$ cat config.mk
export PLATFORM = sky130hd
export DESIGN_NAME = glove_region_detector
export DESIGN_NICKNAME = d
export VERILOG_FILES = /design/src/rtl/glove_region_detector.sv
export SDC_FILE = /design/constraint.sdc
export NUM_CORES = 1
export LEC_CHECK = 0
export ABC_AREA = 1
export CAP_MARGIN = 15
export CORE_ASPECT_RATIO = 1.2
export CORE_UTILIZATION = 30
export CTS_CLUSTER_SIZE = 28
export DETAILED_ROUTE_END_ITERATION = 10
export HOLD_SLACK_MARGIN = 0.02
export PLACE_DENSITY = 0.61
export SYNTH_ARGS = -nofsm -noshare
export SYNTH_HDL_FRONTEND = slang
export SYNTH_SLANG_ARGS = --single-unit
$ cat constraint.sdc
create_clock -name clk -period 2.04 [get_ports clk]
set_input_delay 0.408 -clock clk [delete_from_list [all_inputs] [get_ports clk]]
set_output_delay 0.408 -clock clk [all_outputs]
set_load 0.1 [all_outputs]
$ cat src/rtl/glove_region_detector.sv
// Glove region detector: colour-keys each pixel of the camera stream, counts
// glove pixels in four 160-column regions per frame, and raises debounced
// per-region presence flags at every frame end.

// Per-region accumulator: saturating glove-pixel counter, frame-close
// threshold test, and persistence debounce that drives one presence flag.
module glove_region_acc #(
   parameter int          COUNT_W   = 17,
   parameter int unsigned THRESHOLD = 2000,
   parameter int          PERSIST   = 2
) (
   input  logic clk,
   input  logic reset,
   input  logic hit_i,    // stage-1 pixel hit routed to this region
   input  logic close_i,  // stage-1 copy of frame_end
   output logic flag_o
);

   localparam logic [COUNT_W-1:0] CNT_MAX = '1;
   localparam logic [COUNT_W-1:0] THR     = COUNT_W'(THRESHOLD);
   localparam logic [1:0]         PC_MAX  = 2'(PERSIST);

   logic [COUNT_W-1:0] cnt_q, cnt_d, total;
   logic [COUNT_W:0]   sum;
   logic [1:0]         pc_q, pc_d;
   logic               flag_q, flag_d;

   // Next-state: the pixel arriving with the close pulse still belongs to
   // the closing frame, so the threshold test sees counter + this hit.
   always_comb begin
      sum    = {1'b0, cnt_q} + {{COUNT_W{1'b0}}, hit_i};
      total  = sum[COUNT_W] ? CNT_MAX : sum[COUNT_W-1:0];
      cnt_d  = total;
      pc_d   = pc_q;
      flag_d = flag_q;
      if (close_i) begin
         cnt_d = '0;
         if (total >= THR)
            pc_d = (pc_q >= PC_MAX) ? PC_MAX : pc_q + 2'd1;
         else
            pc_d = '0;
         flag_d = (pc_d == PC_MAX);
      end
   end

   // Counter, persistence and flag registers.
   always_ff @(posedge clk) begin
      if (reset) begin
         cnt_q  <= '0;
         pc_q   <= '0;
         flag_q <= 1'b0;
      end else begin
         cnt_q  <= cnt_d;
         pc_q   <= pc_d;
         flag_q <= flag_d;
      end
   end

   assign flag_o = flag_q;

endmodule

module glove_region_detector #(
   parameter logic [7:0]  R_MIN     = 8'd150,
   parameter logic [7:0]  G_MAX     = 8'd90,
   parameter logic [7:0]  B_MAX     = 8'd90,
   parameter int unsigned THRESHOLD = 2000,
   parameter int          PERSIST   = 2,
   parameter int          COUNT_W   = 17
) (
   input  logic       clk,
   input  logic       reset,
   input  logic       pixel_valid,
   input  logic [7:0] R,
   input  logic [7:0] G,
   input  logic [7:0] B,
   input  logic [9:0] x_pos,
   input  logic [9:0] y_pos,
   input  logic       frame_end,
   output logic       red_flag,
   output logic       green_flag,
   output logic       blue_flag,
   output logic       yellow_flag,
   output logic       flags_valid
);

   localparam int NUM_REG = 4;

   logic       s1_hit_q, s1_hit_d;
   logic [1:0] s1_reg_q, s1_reg_d;
   logic       s1_fe_q;
   logic       flags_valid_q;
   logic [NUM_REG-1:0] flag_w;

   // Stage-1 classification: colour key plus on-screen check, and region pick.
   always_comb begin
      s1_hit_d = pixel_valid && (x_pos < 10'd640) && (y_pos < 10'd480) &&
                 (R >= R_MIN) && (G <= G_MAX) && (B <= B_MAX);
      if (x_pos < 10'd160)      s1_reg_d = 2'd0;
      else if (x_pos < 10'd320) s1_reg_d = 2'd1;
      else if (x_pos < 10'd480) s1_reg_d = 2'd2;
      else                      s1_reg_d = 2'd3;
   end

   // Stage-1 registers; frame_end travels alongside its pixel.
   always_ff @(posedge clk) begin
      if (reset) begin
         s1_hit_q <= 1'b0;
         s1_reg_q <= 2'd0;
         s1_fe_q  <= 1'b0;
      end else begin
         s1_hit_q <= s1_hit_d;
         s1_reg_q <= s1_reg_d;
         s1_fe_q  <= frame_end;
      end
   end

   // One accumulator per screen region.
   for (genvar gi = 0; gi < NUM_REG; gi++) begin : g_reg
      glove_region_acc #(
         .COUNT_W  (COUNT_W),
         .THRESHOLD(THRESHOLD),
         .PERSIST  (PERSIST)
      ) u_acc (
         .clk    (clk),
         .reset  (reset),
         .hit_i  (s1_hit_q && (s1_reg_q == 2'(gi))),
         .close_i(s1_fe_q),
         .flag_o (flag_w[gi])
      );
   end

   // Update strobe: pulses on the edge where the flags were just rewritten.
   always_ff @(posedge clk) begin
      if (reset) flags_valid_q <= 1'b0;
      else       flags_valid_q <= s1_fe_q;
   end

   assign red_flag    = flag_w[0];
   assign green_flag  = flag_w[1];
   assign blue_flag   = flag_w[2];
   assign yellow_flag = flag_w[3];
   assign flags_valid = flags_valid_q;

endmodule

==> results of run 1 <==
## metal layers
metal  wire length [µm]  GRT usage, %
met1               5101         17.47
met2               5964         25.57
met3                301         1.990
met4                240         5.596
met5                  0             0
## logic make-up after synthesis
family                   Yosys count
AND/OR/NAND/NOR                  448
adder cells (fa/ha/maj)            8
buffers and inverters             95
flip-flops                        85
AO/OA/AOI/OAI                     65
XOR/XNOR                          31
## worst max-delay path, stage by stage, from the launching register on
cell and delay, ps:
dfxtp_2 320, buf_4 140, nor3_4 230, ha_4 190, ha_4 140, nand3_4 90, inv_4 100, nand2_4 70
nor2_2 80, nor2_1 40, nor2_1 140, nand3_1 100, nor2_1 100, nand2_1 70, nand2_1 70, nand2_1 50
## Yosys cell counts
| library cell | number | share of area, % |
|---|---|---|
| nand2_1 | 199 | 16 |
| nor2_1 | 130 | 10 |
| dfxtp_1 | 85 | 36 |
| inv_1 | 80 | 6.3 |
| nand3_1 | 37 | 3.9 |
| a21oi_1 | 28 | 2.9 |
| o21ai_0 | 20 | 2.1 |
| nand4_1 | 18 | 2.4 |
| nand2_2 | 16 | 2.1 |
| xor2_1 | 16 | 2.9 |
| nor3_1 | 15 | 1.6 |
| xnor2_1 | 15 | 2.7 |
| nor2_2 | 11 | 1.4 |
| nor2_4 | 10 | 2.4 |
| a31oi_1 | 8 | 1.0 |
| ha_1 | 8 | 2.1 |
| inv_2 | 5 | 0.39 |
| clkbuf_1 | 4 | 0.31 |
| buf_1 | 3 | 0.24 |
| nand3_2 | 3 | 0.63 |
| o21ai_1 | 3 | 0.31 |
| and2_1 | 2 | 0.26 |
| clkinv_1 | 2 | 0.16 |
| nand2_4 | 2 | 0.47 |
| o21a_1 | 2 | 0.31 |
| a211oi_1 | 1 | 0.16 |
| a21o_1 | 1 | 0.16 |
| and3_1 | 1 | 0.13 |
| buf_6 | 1 | 0.24 |
| nand3b_1 | 1 | 0.16 |
| nor3_2 | 1 | 0.21 |
| nor4_1 | 1 | 0.13 |
| o211ai_1 | 1 | 0.16 |
| o31ai_1 | 1 | 0.16 |
| or2_2 | 1 | 0.13 |
## area by class of cell
class                   instances  share of cell area (%)
clock inverters                 3                  0.6387
well taps                     208                   3.908
repair buffers                111                   14.62
multi-input cells             552                   46.18
inverters                      87                   4.978
flip-flops and latches         85                   25.62
clock buffers                  13                   4.058
## power by group through the flow
| stage | sequential, mW | combinational [mW] | clock, mW |
|---|---|---|---|
| 6_report | 1.67 | 0.160 | 1.73 |
| 5_1_grt | 1.67 | 0.173 | 1.84 |
| 4_1_cts | 1.67 | 0.159 | 1.78 |
| 3_5_place_dp | 1.70 | 0.155 | 0 |
| 3_3_place_gp | 1.70 | 0.153 | 0 |
| 2_1_floorplan | 1.71 | 0.0458 | 0 |
## sequential cells by signal (all words and copies together) (netlist names)
name / flops
s1_hit_q: 1
g.u_acc.flag_o: 4
s1_fe_q: 1
g.u_acc.pc_q: 8
g.u_acc.cnt_q: 68
flags_valid: 1
s1_reg_q: 2
## worst max path at each step
stage / from / end / depth (start not counted)
2_1_floorplan: s1_reg_q[1]$_SDFF_PP0_ / g_reg[2].u_acc.flag_o$_SDFFE_PP0P_ / 15
3_3_place_gp: s1_reg_q[1]$_SDFF_PP0_ / g_reg[3].u_acc.flag_o$_SDFFE_PP0P_ / 15
3_5_place_dp: s1_reg_q[1]$_SDFF_PP0_ / g_reg[3].u_acc.pc_q[1]$_SDFFE_PP0P_ / 15
4_1_cts: s1_reg_q[1]$_SDFF_PP0_ / g_reg[3].u_acc.pc_q[1]$_SDFFE_PP0P_ / 15
5_1_grt: s1_reg_q[0]$_SDFF_PP0_ / g_reg[2].u_acc.flag_o$_SDFFE_PP0P_ / 16
6_report: s1_reg_q[0]$_SDFF_PP0_ / g_reg[2].u_acc.flag_o$_SDFFE_PP0P_ / 15
## placed cells by master (no fill, tap or decap), drive strengths merged, types with 13 or more instances in the layout
master and instances:
a21oi 28, nor2 151, dfxtp 85, xor2 16, nand3 40, nand4 18
o21ai 23, nand2 217, clkdlybuf4s50 36, clkbuf 13, buf 75, nor3 16
xnor2 15, inv 85
## repair_timing
item | CTS | global route
setup buffers | 8 | 6
endpoints found under the setup margin | 12 | 16
hold endpoints to repair | 0 | 0
resized for setup | 41 | 64
pin swaps | 32 | 38
## through the flow
stage | total power, mW | cells | setup TNS [ps] | area (µm²) | util (%)
after floorplan | 1.756 | 732 | 0 | 4778 | -
final | 3.555 | 1059 | 0 | 6660 | 42.75
after detailed placement | 1.859 | 1029 | -1444 | 5834 | 37.45
after CTS | 3.604 | 1053 | -3.084 | 6364 | 40.85
after global routing | 3.683 | 1059 | -1540 | 6660 | 42.75
after global placement | 1.858 | 1029 | -1323 | 5834 | 37.45
==> impl_metrics.toml, run 1 <==
[timing]
skew_ps = 8.163
worstMarginPinSlew_ps = 386.6
post-route-period-util_pct = 99.85
period_needed_ps = 2037
hold_ws_ps = 450.2
rsz0062_at_grt = "yes"
slew_headroom_pct = 74.13
report.final.slew_viol_count = 0
report.final.hold_viol_count = 0
worst_slack_ps = 3.092
setup_violations = 0
fmax_mhz = 490.9

[floorplanning]
die_h_um = 140.3
ios = 53
start_util_pct = 30.67
die-area_um2 = 16440
coreArea_um2 = 15580
placementRows = 50
die_x_um = 117.2

[global_route]
grt_pass1_wl_mm = 19.04
grt_pass1_vias = 4420
antenna_found_initial = 0
grt.overflow.total = 0
track_usage_pct = 14.50
grt_max_degree = 33

[final_layout]
fillCellCount = 1580
drive_gt1_share_pct = 24.09
diodes = 0
seq_area_um2 = 1707
area_growth_pct = 39.38
final_nets = 902
multi_input_area_um2 = 3075

[placement]
gp_congestion = 0.8464
pre_cts_ws_ps = -168.3
dp_hpwl_mm = 8.265
place.port_buffers = 41

[setup_path]
critPathArrivalTime_ps = 2270
worst_setup_path_end_kind = "flip-flop"
reg2reg_from = "s1_reg_q[0]$_SDFF_PP0_"
cp_max_fo = 4
worstSetupStartpointType = "flip-flop"
cp_data_required_time_ps = 2280
r2r_cells = 15
path_class = "reg -> reg"
r2r-end = "g_reg[2].u_acc.flag_o$_SDFFE_PP0P_"
reg2reg_setup_slack_ps = 3

[clock_network]
cts_tree = "built"
cts_buffers = 9
insertion_delay_ps = 340
cts_max_level = 3
ctsRootBufferMaster = "clkbuf_16"
cts.hold.buffers_added = 0
clk_pin_slew_ps = 70
clock_path_buffers = 2
clock_sinks = 85

[synthesis]
ys_ff_latch = 85
synth.area.mux_share_pct = 0
synthAdderAreaFrac_pct = 2.095
avgSynthCellArea_um2 = 6.528
synth_compound_area_share_pct = 7.332
ys_warn_count = 0
synth_xor_area_share_pct = 5.682
ys_types = 35
synth-simple-area-share_pct = 41.66
synth-seq-area-share_pct = 35.61
synth_top_family_by_area = "simple AND/OR/NAND/NOR gates"
syn_area_um2 = 4778
syn_inst = 732
synth_nets = 788

[routing]
post_drt_wl_per_cell_um = 10.96
routed_via_density = 4.511
drc = 0
firstDrtPassIters = 4
vias = 4777
drt-initial-drc-count = 115
detail-route-antenna-nets = 0
routed_wl_mm = 11.61

[flow_run]
max_cap_violations = 0

[power]
pwr-share-seq_pct = 46.9
p_leak_nw = 2.918
p_sw_uw = 755.2
combPwrFrac_pct = 4.5
power_switching_share_pct = 21.24
power_density_nw_per_um2 = 533.8
intPower_mw = 2.800
pwr-share-clk_pct = 48.6
ir_drop_v = 0.0003097

[min_path]
min_from = "g_reg[3].u_acc.flag_o$_SDFFE_PP0P_"
min_path_cells = 2
hold-path-endpoint = "g_reg[3].u_acc.flag_o$_SDFFE_PP0P_"
hp-class = "reg -> reg"

[status]
status = "completed"
(Power assumes the default switching activity.)
==> run 2: changes to the inputs <==
Settings changed: CTS_CLUSTER_DIAMETER from default to 40.
==> results of run 2 <==
Same layout as run 1: the final DEF is identical, and so are final timing and power.
